## src/rtl/cpu_fetch_pkg.sv

```systemverilog
// Shared types and constants for the instruction-fetch stage.
package cpu_fetch_pkg;

  localparam int unsigned PC_W    = 16;
  localparam int unsigned INSTR_W = 16;

  localparam logic [INSTR_W-1:0] HALT_INSTR = 16'h0000;

  typedef enum logic [1:0] {
    IDLE   = 2'd0,
    FETCH  = 2'd1,
    DRAIN  = 2'd2,
    HALTED = 2'd3
  } fetch_state_t;

endpackage

```

## src/rtl/fetch_pc_gen.sv

```systemverilog
// Program counter with next-PC selection (hold / sequential step / redirect)
// and the redirect-target alignment check.
module fetch_pc_gen
  import cpu_fetch_pkg::*;
#(
  parameter logic [PC_W-1:0] RESET_PC = 16'h0000,
  parameter int unsigned     PC_STEP  = 2
) (
  input  logic            clk,
  input  logic            reset,
  input  logic            advance,
  input  logic            redirect,
  input  logic [PC_W-1:0] redirect_pc,
  output logic [PC_W-1:0] pc,
  output logic            misaligned
);

  logic [PC_W-1:0] pc_next;

  assign misaligned = redirect_pc[0];

  // Next-PC mux: a misaligned redirect freezes the PC instead of loading it.
  always_comb begin
    pc_next = pc;
    if (redirect) begin
      if (!misaligned) pc_next = redirect_pc;
    end else if (advance) begin
      pc_next = pc + PC_W'(PC_STEP);
    end
  end

  // PC register, wraps modulo 2^PC_W.
  always_ff @(posedge clk) begin
    if (reset) pc <= RESET_PC;
    else       pc <= pc_next;
  end

endmodule

```

## src/rtl/fetch_sequencer.sv

```systemverilog
// Instruction-fetch controller: owns the PC, loads the IF/ID register under
// a valid/ready handshake, handles redirects, HALT drain and misaligned
// redirect targets. Optional single-step gating: FETCH_SINGLE_STEP_EN.
module fetch_sequencer
  import cpu_fetch_pkg::*;
#(
  parameter logic [15:0] RESET_PC = 16'h0000,
  parameter int unsigned PC_STEP  = 2,
  parameter int unsigned COUNT_W  = 16
) (
  input  logic               clk,
  input  logic               reset,
  input  logic               start,
`ifdef FETCH_SINGLE_STEP_EN
  input  logic               step_mode,
  input  logic               step,
`endif
  output logic [15:0]        imem_addr,
  input  logic [15:0]        imem_data,
  output logic               ifid_valid,
  input  logic               ifid_ready,
  output logic [15:0]        ifid_instr,
  output logic [15:0]        ifid_pc,
  input  logic               redirect_valid,
  input  logic [15:0]        redirect_pc,
  output logic               halted,
  output logic               misalign_err,
  output logic [COUNT_W-1:0] fetch_count
);

  fetch_state_t    state;
  logic [PC_W-1:0] pc;
  logic            misaligned;
  logic            step_ok;
  logic            load;
  logic            redirect_apply;

`ifdef FETCH_SINGLE_STEP_EN
  assign step_ok = !step_mode || step;
`else
  assign step_ok = 1'b1;
`endif

  assign redirect_apply = redirect_valid && (state == FETCH || state == DRAIN);
  assign load           = (state == FETCH) && (!ifid_valid || ifid_ready) && step_ok;
  assign imem_addr      = pc;

  fetch_pc_gen #(
    .RESET_PC (RESET_PC),
    .PC_STEP  (PC_STEP)
  ) u_pc_gen (
    .clk         (clk),
    .reset       (reset),
    .advance     (load && !redirect_apply),
    .redirect    (redirect_apply),
    .redirect_pc (redirect_pc),
    .pc          (pc),
    .misaligned  (misaligned)
  );

  // FSM, IF/ID register and status flags; a redirect overrides load and stall.
  always_ff @(posedge clk) begin
    if (reset) begin
      state        <= IDLE;
      ifid_valid   <= 1'b0;
      ifid_instr   <= '0;
      ifid_pc      <= '0;
      halted       <= 1'b0;
      misalign_err <= 1'b0;
      fetch_count  <= '0;
    end else if (redirect_apply) begin
      ifid_valid <= 1'b0;
      if (misaligned) begin
        misalign_err <= 1'b1;
        halted       <= 1'b1;
        state        <= HALTED;
      end else begin
        state <= FETCH;
      end
    end else begin
      case (state)
        IDLE: begin
          if (start) state <= FETCH;
        end
        FETCH: begin
          if (load) begin
            ifid_instr <= imem_data;
            ifid_pc    <= pc;
            ifid_valid <= 1'b1;
            if (fetch_count != '1) fetch_count <= fetch_count + COUNT_W'(1);
            if (imem_data == HALT_INSTR) state <= DRAIN;
          end
        end
        DRAIN: begin
          if (ifid_valid && ifid_ready) begin
            ifid_valid <= 1'b0;
            halted     <= 1'b1;
            state      <= HALTED;
          end
        end
        default: begin
          halted <= 1'b1;
        end
      endcase
    end
  end

endmodule
```

## config.mk

```make
export PLATFORM = sky130hd
export DESIGN_NAME = fetch_sequencer
export DESIGN_NICKNAME = d
export VERILOG_FILES = /design/src/rtl/cpu_fetch_pkg.sv /design/src/rtl/fetch_pc_gen.sv /design/src/rtl/fetch_sequencer.sv
export SDC_FILE = /design/constraint.sdc
export NUM_CORES = 1
export LEC_CHECK = 0
export CELL_PAD_IN_SITES_DETAIL_PLACEMENT = 1
export CELL_PAD_IN_SITES_GLOBAL_PLACEMENT = 1
export CORE_MARGIN = 1.5
export CORE_UTILIZATION = 36
export CTS_BUF_LIST = sky130_fd_sc_hd__clkbuf_16
export DETAILED_ROUTE_END_ITERATION = 8
export GPL_TIMING_DRIVEN = 0
export PLACE_DENSITY_LB_ADDON = 0.1
export REMOVE_ABC_BUFFERS = 1
export SYNTH_ARGS = -nofsm -noshare
export SYNTH_HDL_FRONTEND = slang
export SYNTH_HIERARCHICAL = 1
export SYNTH_SLANG_ARGS = --single-unit
export TNS_END_PERCENT = 100
```

## constraint.sdc

```tcl
create_clock -name clk -period 4.48 [get_ports clk]
set_input_delay 0.672 -clock clk [delete_from_list [all_inputs] [get_ports clk]]
set_output_delay 0.672 -clock clk [all_outputs]
set_load 0.005 [all_outputs]
```

## Yosys cells after proc, flatten, opt, wreduce, memory -nomap -nowiden

Cells that the tools add are included.

| word-level totals | value |
|---|---|
| flip-flop bits (word level) | 69 |
| bits of input ports | 37 |
| output and inout bits | 67 |
| word-level logic and storage cells | 62 |

| operators by class | value |
|---|---|
| $add $sub $neg | 2 |
| equal/unequal tests | 12 |
| muxes and demuxes | 17 |
| bitwise gates (word level) | 1 |
| reductions and logical operators | 22 |

Operator list:

| cell | number |
|---|---|
| $mux W16 | 3 |
| $add A16 B1 Y16 const B | 1 |
| $add A16 B2 Y16 const B | 1 |
| $logic_not A16 Y1 | 1 |
| $ne A16 B16 Y1 const B | 1 |
| $mux W2 | 6 |
| $reduce_and A3 Y1 | 3 |
| $ne A2 B2 Y1 const B | 3 |
| $ne A3 B2 Y1 const B | 2 |
| $ne A3 B3 Y1 const B | 2 |
| $pmux W2 S3 | 1 |
| $mux W1 | 5 |
| $reduce_and A5 Y1 | 1 |
| $logic_and A1 B1 Y1 | 4 |
| $ne A2 B1 Y1 const B | 2 |
| $pmux W1 S2 | 2 |
| $reduce_and A2 Y1 | 2 |
| $reduce_and A4 Y1 | 1 |
| $reduce_bool A2 Y1 | 2 |
| $reduce_bool A4 Y1 | 1 |
| $reduce_or A2 Y1 | 2 |
| $eq A2 B1 Y1 const B | 1 |
| $eq A2 B2 Y1 const B | 1 |
| $logic_not A1 Y1 | 2 |
| 3 further kinds | 4 |

## Logic depth before layout (Yosys ltp)

Gate-level depths: netlist of the first run.

| logic depth | value |
|---|---|
| depth in word-level cells | 7 |
| gate-level depth with buffers | 11 |
| depth with buffers taken out | 9 |

## By module

The synthesis of the first run kept the hierarchy.

By module, submodules not included:

| module | times used | cells each | area each (sq um) |
|---|---|---|---|
| fetch_sequencer | 1 | 274 | 2225.9 |
| fetch_pc_gen | 1 | 113 | 954.7 |

## Worst setup path after synthesis of the first run

Ideal clock, no wire load.

| path | value |
|---|---|
| kind | register to register |
| start | register state[0] |
| end | register u_pc_gen.pc[13] |
| setup time | 74 ps |
| data arrival time | 2273 ps |
| data required time | 4406 ps |
| slack | 2133 ps |
| cell stages (with the launch flop) | 11 |
| path through | dfxtp_1 -> inv_1 -> ha_1 -> a21boi_2 -> nand2_1 -> inv_1 -> buf_2 -> nand2b_1 -> buf_6 -> or4_1 -> a31oi_1 |

| on the way | value |
|---|---|
| cells in the longest elaborated chain, start to end | 7 |
| elaborated cells between the ends (all ways) | 11 |
| those cells by class | eq/ne (3); mux (1); reduce/logical (7) |

RTL lines:

| element | line | source |
|---|---|---|
| start, declared | fetch_sequencer.sv:31 | `fetch_state_t state;` |
| start signal, assigned | fetch_sequencer.sv:64 | `state <= IDLE;` |
| start signal, assigned | fetch_sequencer.sv:76 | `state <= HALTED;` |
| start signal, assigned | fetch_sequencer.sv:78 | `state <= FETCH;` |
| $eq A2 B1 Y1 / $eq A2 B2 Y1 (equally long branches) | fetch_sequencer.sv:44, fetch_sequencer.sv:45 |  |
| $logic_or A1 B1 Y1 | fetch_sequencer.sv:44 | `assign redirect_apply = redirect_valid && (state == FETCH \|\| state == DRAIN);` |
| $logic_and A1 B1 Y1 | fetch_sequencer.sv:44 |  |
| $logic_not A1 Y1 | fetch_sequencer.sv:54 | `.advance (load && !redirect_apply),` |
| $logic_and A1 B1 Y1 | fetch_sequencer.sv:54 |  |
| $reduce_bool A2 Y1 (no line) | -- |  |
| $reduce_and A2 Y1 (no line) | -- |  |
| end signal, assigned | fetch_pc_gen.sv:35 | `else pc <= pc_next;` |
| end, declared | fetch_pc_gen.sv:14 | `output logic [PC_W-1:0] pc,` |

Several ways; a longest one is shown, not always the timed one.
A chain may end at the register's enable or synchronous reset.

## Final worst setup path of the first run

| path | value |
|---|---|
| start | input ifid_ready |
| end | register u_pc_gen.pc[10] |

| on the way | value |
|---|---|
| cells in the longest elaborated chain, start to end | 5 |

RTL lines:

| element | line | source |
|---|---|---|
| start, declared | fetch_sequencer.sv:21 | `input logic ifid_ready,` |
| $logic_or A1 B1 Y1 | fetch_sequencer.sv:45 | `assign load = (state == FETCH) && (!ifid_valid \|\| ifid_ready) && step_ok;` |
| $logic_and A1 B1 Y1 | fetch_sequencer.sv:45 |  |
| $logic_and A1 B1 Y1 | fetch_sequencer.sv:54 |  |
| $reduce_bool A2 Y1 (no line) | -- |  |
| $reduce_and A2 Y1 (no line) | -- |  |

Every way passes these cells.

==> results.cfg, run 1 <==
[grt]
grt_remaining_overflow = 0
antenna_found_initial = 0
grt_max_degree = 49
track_usage = 0.201
grt_pass1_vias = 3122
grt_pass1_wl_um = 15400

[place]
gp_congestion = 0.779
portBuffers = 102
dpl.hpwl_um = 6460

[layout]
antennaDiodeCount = 0
drive_above_1_share = 0.0579
post-route-util = 0.524
syn2layout_area_growth_pct = 42.2
fin_nets = 523

[synth]
synth_top_cell_by_area = dfxtp_1
synth_seq_cells = 68
synth_ff_type = dfxtp_1
synth_top_area_frac = 0.428
async_reset_ff_frac = 0
synth-seq-area-share = 0.428
syn-mean-instance-area_um2 = 8.22
synth.area.top_cells = dfxtp_1, nand2_1, a21oi_1
synth_edf_count = 0
netlist_area_mm2 = 0.00318
netlist_top_cells_count = nand2_1, dfxtp_1, a21oi_1, nor2_1
ys_warn_count = 6
syn_inst = 387
yosys.cell_types.count = 53
yosysMostFrequentCell = nand2_1

[sta]
tns_ns = 0
slew_viol_final = 0
tightest_slew_ns = 1.13
max-slew-margin-rel = 0.247
setup_violations = 0
clock.fmax_mhz = 246
period_needed_ns = 4.07
hold_viol = 0
fin_skew_ns = 0.00986
rsz0062_at_grt = false
post-route-period-util = 0.908

[clock_tree]
cts.repair.resized = 0
ctsHoldBuffers = 0
postCtsSetupBuffers = 0
cts_made_buffers = 9
cts-htree-levels = 3
cts.sinks = 68
clk_path_buf_depth = 2
tritoncts = yes
clk_pin_slew_ns = 0.06
clkLatencyLatePin_ns = 0.33
root_buffer = clkbuf_16

[drt]
vias = 3143
postRouteAntennaNets = 0
drc = 0
avgViaCountPerCell = 5.31
drt-pass1-iter-count = 4
drt_iter0_markers = 92
finalWirelength_um = 9420
wl_per_cell_um = 15.9

[run_status]
status = finished clean

[setup_path]
cp_common_cell = nand2b_1
rr_endpoint = u_pc_gen/pc[10]
r2r_slack_ns = 0.59
slowest_stage = clkinvlp_4
crit_type = input port to flip-flop
cp-start-kind = input port
path_max_fanout = 43
worstSetupEndpointType = flip-flop
worstReg2RegStart = state[0]
crit_chain = clkdlybuf4s50_1 -> nand2b_1 -> nand2_2 -> clkinvlp_4 -> nand2b_1 -> nand2_1 -> a311oi_1 -> nor4_1
crit_required_ns = 4.69
crit_end = u_pc_gen/pc[10]
crit_start = ifid_ready
rr_worst_depth = 9
critical_path.max_stage_delay_ns = 0.91
crit_arrival_ns = 4.28

[power]
p_total_uw = 2250
peakVddDrop_uv = 243
total_leakage_power_uw = 0.00154
powerDensity_mw_per_mm2 = 498

[hold_path]
hold_class = flip-flop to flip-flop

[die]
chipHeight_um = 97.0
dieArea_mm2 = 0.00941
start_util = 0.368
coreArea_mm2 = 0.00864
die_w_um = 97.0
top_level_ports = 104
row_count = 34

[flow_run]
maxCapViolCount = 0
worst min path at each step:
| stage | endpoint | cells after the start | slack, ns | start |
|---|---|---|---|---|
| floorplan | ifid_instr[0] | 2 | 0.45 | ifid_instr[0] |
| global placement | ifid_pc[5] | 2 | 0.44 | ifid_pc[5] |
| detailed placement | ifid_pc[4] | 2 | 0.45 | ifid_pc[4] |
| CTS | ifid_pc[4] | 2 | 0.46 | ifid_pc[4] |
| global route | ifid_pc[3] | 2 | 0.47 | ifid_pc[3] |
| finish | ifid_pc[6] | 2 | 0.46 | ifid_pc[6] |
cell families (layout without fill, tap and decap cells):
logic type / count (synthesis) / after routing / synth area share
flip-flops: 68 / 68 / 0.428
multiplexers: 8 / 8 / 0.0252
XOR/XNOR: 14 / 14 / 0.0386
buffers and inverters: 32 / 129 / 0.0500
other: 1 / 1 / 0.00118
adder cells (fa/ha/maj): 7 / 7 / 0.0275
AO/OA/AOI/OAI: 77 / 77 / 0.149
AND/OR/NAND/NOR: 180 / 180 / 0.280
state kept, by name (all words and copies together) (netlist names):
name          flops
ifid_instr       16
fetch_count      16
ifid_pc          16
misalign_err      1
halted            1
state             2
ifid_valid        1
u_pc_gen/pc      15
final cells by class:
cell class,instances,area [µm²]
inverters,10,41.3
clock buffers,9,225
clock inverters,7,60.1
multi-input cells,287,1660
fillers,1027,4110
flip-flops and latches,68,1360
well taps,108,135
repair buffers,103,1040
power breakdown:
| part | switching, µW | total, µW | internal, µW |
|---|---|---|---|
| combinational | 430 | 763 | 333 |
| sequential | 97.4 | 802 | 705 |
| clock | 261 | 685 | 424 |
| total | 788 | 2250 | 1460 |
metal layers:
layer	track usage	wire length, µm
met5	0	0
met4	0.0769	133
met3	0.0311	441
met2	0.320	4250
met1	0.274	4600
worst max-delay path, delay by kind of cell:
| family | cells | cell delay, ns |
|---|---|---|
| compound gates | 1 | 0.33 |
| buf+inv | 2 | 1.35 |
| simple gates | 5 | 1.87 |
per-stage QoR:
step	std cells	hold WS, ns	cell area, µm²	setup WS, ns
global route	592	0.474	4520	0.105
detailed placement	576	0.448	4230	-0.0959
floorplan	365	0.447	3060	1.13
global placement	575	0.441	4220	-0.718
finish	592	0.457	4520	0.412
CTS	592	0.456	4520	0.241
cells in the final DEF (no fill, tap or decap), types with 11 or more instances in the layout:
cell type	netlist	layout
nand2_1	86	85
clkdlybuf4s50_1	0	101
nor2_1	27	27
nor4_1	14	14
xnor2_1	14	14
a21oi_1	44	44
dfxtp_1	68	68
inv_1	10	11
No activity file was read; power rests on OpenSTA's default activity.
==> run 2: changes to the inputs <==
--- a/config.mk
+++ b/config.mk
@@ -5,11 +5,13 @@
 export SDC_FILE = /design/constraint.sdc
 export NUM_CORES = 1
 export LEC_CHECK = 0
+export CAP_MARGIN = 20
 export CELL_PAD_IN_SITES_DETAIL_PLACEMENT = 1
 export CELL_PAD_IN_SITES_GLOBAL_PLACEMENT = 1
 export CORE_MARGIN = 1.5
 export CORE_UTILIZATION = 36
 export CTS_BUF_LIST = sky130_fd_sc_hd__clkbuf_16
+export CTS_CLUSTER_SIZE = 28
 export DETAILED_ROUTE_END_ITERATION = 8
 export GPL_TIMING_DRIVEN = 0
 export PLACE_DENSITY_LB_ADDON = 0.1
==> results.cfg, run 2 (same netlist as run 1, synthesis figures left out) <==
[run_status]
status = finished clean

[clock_tree]
cts_made_buffers = 9
clkLatencyLatePin_ns = 0.33
clk_pin_slew_ns = 0.06
postCtsSetupBuffers = 0
ctsHoldBuffers = 0
cts.repair.resized = 0
tritoncts = yes
cts.sinks = 68
clk_path_buf_depth = 2
cts-htree-levels = 3
root_buffer = clkbuf_16

[layout]
largestRegisters = fetch_count (16), ifid_instr (16), ifid_pc (16)
layout_common_cells = clkdlybuf4s50_1, nand2_1, dfxtp_1, a21oi_1, nor2_1
final_common_cell = clkdlybuf4s50_1
syn2layout_area_growth_pct = 43.2
drive_above_1_share = 0.0597
antennaDiodeCount = 0
fin_nets = 525

[setup_path]
crit_chain = clkdlybuf4s50_1 -> nand2b_1 -> nand2_2 -> inv_1 -> nor2b_1 -> nor2_1 -> a22oi_1 -> a31oi_1
crit_arrival_ns = 3.92
critical_path.max_stage_delay_ns = 0.80
path_buf_inv = 2
slowest_stage = inv_1
r2r_slack_ns = 0.80
worstSetupEndpointType = flip-flop
critPathTopFamily = simple AND/OR/NAND/NOR gates
crit_required_ns = 4.68
rr_worst_depth = 9
path_max_fanout = 43
cp-start-kind = input port
crit_type = input port to flip-flop
cp.depth = 8

[hold_path]
hold_class = flip-flop to flip-flop
hold_depth = 2

[drt]
drc = 0
drt_iter0_markers = 68
drt-pass1-iter-count = 4
vias = 3132
wl_per_cell_um = 15.9
postRouteAntennaNets = 0
avgViaCountPerCell = 5.27
finalWirelength_um = 9440

[power]
seqPwrFrac = 0.353
p_total_uw = 2280
combPwrFrac = 0.348
peakVddDrop_uv = 239
clkPwrFrac = 0.299
total_leakage_power_uw = 0.00157
powerDensity_mw_per_mm2 = 501
switching_share = 0.348
power.internal_uw = 1490
p_sw_uw = 794

[die]
start_util = 0.368
dieArea_mm2 = 0.00941
top_level_ports = 104
coreArea_mm2 = 0.00864
chipHeight_um = 97.0
row_count = 34
die_w_um = 97.0

[place]
dpl.hpwl_um = 6480
portBuffers = 102
place_worst_setup_slack_ns = 0.354
gp_congestion = 0.779

[sta]
setup_ws_ns = 0.753
setup_violations = 0
period_needed_ns = 3.73
max-slew-margin-rel = 0.428
tightest_slew_ns = 0.854
clock.fmax_mhz = 268
fin_skew_ns = 0.00726
post-route-period-util = 0.832
rsz0062_at_grt = false
slew_viol_final = 0
hold_viol = 0

[grt]
track_usage = 0.199
grt_pass1_vias = 3041
grt_pass1_wl_um = 15200
grt_remaining_overflow = 0
grt_max_degree = 49
antenna_found_initial = 0

[flow_run]
maxCapViolCount = 0
## run 2: cell type report
type / instances / area [µm²]
timing repair buffer: 105 / 1070
fill: 1025 / 4080
clock buffer: 9 / 225
inverter: 10 / 37.5
sequential: 68 / 1360
multi-input combinational: 287 / 1660
tap: 108 / 135
clock inverter: 7 / 60.1
## run 2: power groups by stage
stage	Combinational [µW]	Sequential, µW	Clock (µW)
3_3_place_gp	745	811	0
3_5_place_dp	792	818	0
4_1_cts	800	805	696
5_1_grt	876	821	724
6_report	795	805	683
2_1_floorplan	394	803	0
## run 2: stage by stage
step	hold WS (ns)	std cells	util	instance area, µm²	TNS [ns]
6_report	0.456	594	0.527	4550	0
5_1_grt	0.473	594	0.527	4550	0
4_1_cts	0.456	593	0.526	4550	0
3_5_place_dp	0.448	577	0.493	4260	0
3_3_place_gp	0.441	575	0.488	4220	-7.41
2_1_floorplan	0.447	365	-	3060	0
## run 2: worst min-delay path: stages (launching register included)
cell and delay (ns):
dfxtp_1 0.31, nand2_1 0.05, a21oi_1 0.05
## run 2: final timing paths
kind,startpoint,end
worst min register to register,ifid_pc[0],ifid_pc[0]
worst min-delay path,ifid_pc[0],ifid_pc[0]
worst max register to register,state[0],u_pc_gen/pc[13]
worst max-delay path,ifid_ready,u_pc_gen/pc[13]
## run 2: metal layers
metal  wire [µm]  global-route usage  vias up
li1            -                   -     1548
met1        4650               0.274     1483
met2        4250               0.309       88
met3         390              0.0361       13
met4         151              0.0792        0
met5           0                   0        -
==> variant: new RTL, config.mk and constraints of run 2 <==
Re-encode `fetch_state_t` (4 states) as one-hot, 4 bits wide.
--- a/src/rtl/cpu_fetch_pkg.sv
+++ b/src/rtl/cpu_fetch_pkg.sv
@@ -7,9 +7,9 @@
   localparam logic [INSTR_W-1:0] HALT_INSTR = 16'h0000;
 
-  typedef enum logic [1:0] {
-    IDLE   = 2'd0,
-    FETCH  = 2'd1,
-    DRAIN  = 2'd2,
-    HALTED = 2'd3
+  typedef enum logic [3:0] {
+    IDLE   = 4'b0001,
+    FETCH  = 4'b0010,
+    DRAIN  = 4'b0100,
+    HALTED = 4'b1000
   } fetch_state_t;
 
Behaviour: same outputs for any inputs over 4 cycles, from zero or initial values and one cycle with reset high; so few cycles prove little.
==> variant against run 2 <==
Setup slack improved by 0.25 ns; count of clock-buffer cells in the layout is the same; non-clock buffer count unchanged; cell count grew 1.9%; hold slack got worse by 0.0069 ns; critical path type unchanged; critical path depth grew 1; sequential share of layout area increased by 0.056 points; synthesized area rose by 4.4%; routed wire length grew 3.8%; first-iteration DRC count decreased by 18%; sequential cell count up 2; cell area rose by 2.7%.
Power is not compared: it rests on default switching activity, and its combinational part moved more than twofold at a synthesized area within 25%.
==> variant: results (changes against run 2) <==
metric;value;unit;change
top_regs;fetch_count (16), ifid_instr (16), ifid_pc (16);;
skew;0.0102;ns;+0.00291 ns
use_met2;0.327;;+0.0186
yosysTopAreaCell;dfxtp_1;;
worst_r2r_endpoint;u_pc_gen/pc[10];;
grt.total_usage;0.203;;+0.00418
htree_levels;3;;unchanged
fmax;0.288;GHz;+7.2%
r2r-start;state[2];;
grt_max_degree;47;;-4.1%
synth_cell_types;59;;+11%
hp-start;halted;;
crit_path_start;redirect_valid;;
status;completed;;
yosys-top-cells-count;nand2_1, dfxtp_1, a21oi_1;;
clock_path_buffers;2;;unchanged
r2r_cells;8;;-1
place_hpwl;6.82;mm;+5.2%
grt_pass1_wl;16.3;mm;+6.8%
fillers;1057;;+3.1%
routed_wl;9.80;mm;+3.8%
synthTopCellsByArea;dfxtp_1, nand2_1, a21oi_1, mux2i_1, nor2_1;;
avgRoutedWirePerCell;16.2;um;+1.9%
nets;532;;+1.3%
grt_pass1_vias;3276;;+7.7%
pre_cts_slack;0.641;ns;+0.287 ns
netlist_instances;402;;+3.9%
place_area;0.00438;sq mm;+2.8%
worstPathMaxFanout;42;;-2.3%
start_util;0.375;;+0.00713
critPathArrivalTime;3.68;ns;-0.24 ns
slew_headroom;0.341;;-0.0876
via_per_inst;5.39;;+2.2%
wl_met1;4.75;mm;+2.2%
routabilityCongestion;0.773;;-0.80%
hold_ws;0.449;ns;-0.00693 ns
yosys_warnings;6;;unchanged
min_to;halted;;
drive_gt1_frac;0.0624;;+0.00270
use_met1;0.277;;+0.00339
yosysSeqAreaShare;0.422;;-0.00616
drt_iter0_markers;56;;-18%
reg2reg_setup_slack;1.30;ns;+0.50 ns
met3_usage;0.0404;;+0.00430
[variant: changes by cell type after synthesis, moves of 3 or more]
cell / run 2 / this run
a211oi_1: 4 / 7
a21oi_1: 44 / 49
and3_1: 1 / 5
clkbuf_1: 7 / 10
ha_1: 7 / 2
nand4_2: 3 / 0
nor2_1: 27 / 24
nor3_1: 9 / 4
o21ai_0: 3 / 8
or3_1: 2 / 5
xnor2_1: 14 / 9
[variant: final cells by class]
type                       count  area (sq um)  area share
multi-input combinational    297          1740       0.373
sequential                    70          1400       0.300
timing repair buffer         105          1070       0.229
clock buffer                   9           225      0.0481
tap                          108           135      0.0289
clock inverter                 6          63.8      0.0136
inverter                      10          37.5     0.00802
[variant: worst max-delay path: stages]
cell	delay, ns
clkdlybuf4s50_1	0.58
nor3_4	0.08
nand3_4	0.43
clkinv_1	0.54
buf_16	0.33
nand2b_1	0.31
nand2_1	0.26
a311oi_1	0.37
nor4_1	0.09
[variant: where the power goes]
| group | total, uW | internal (uW) | switching (uW) |
|---|---|---|---|
| registers | 724 | 663 | 60.5 |
| logic | 354 | 174 | 181 |
| clock network | 697 | 427 | 270 |
| total | 1770 | 1260 | 511 |
[variant: kinds of logic (layout without fill, tap and decap cells)]
group | Yosys count | in the layout | share of synthesized area
other | 1 | 1 | 0.00113
adders and majority gates | 2 | 2 | 0.00753
DFF | 70 | 70 | 0.422
muxes | 9 | 9 | 0.0271
buffers and inverters | 35 | 130 | 0.0531
AOI/OAI and AO/OA | 97 | 97 | 0.186
and+or+nand+nor | 178 | 178 | 0.276
xor gates and xnor gates | 10 | 10 | 0.0264
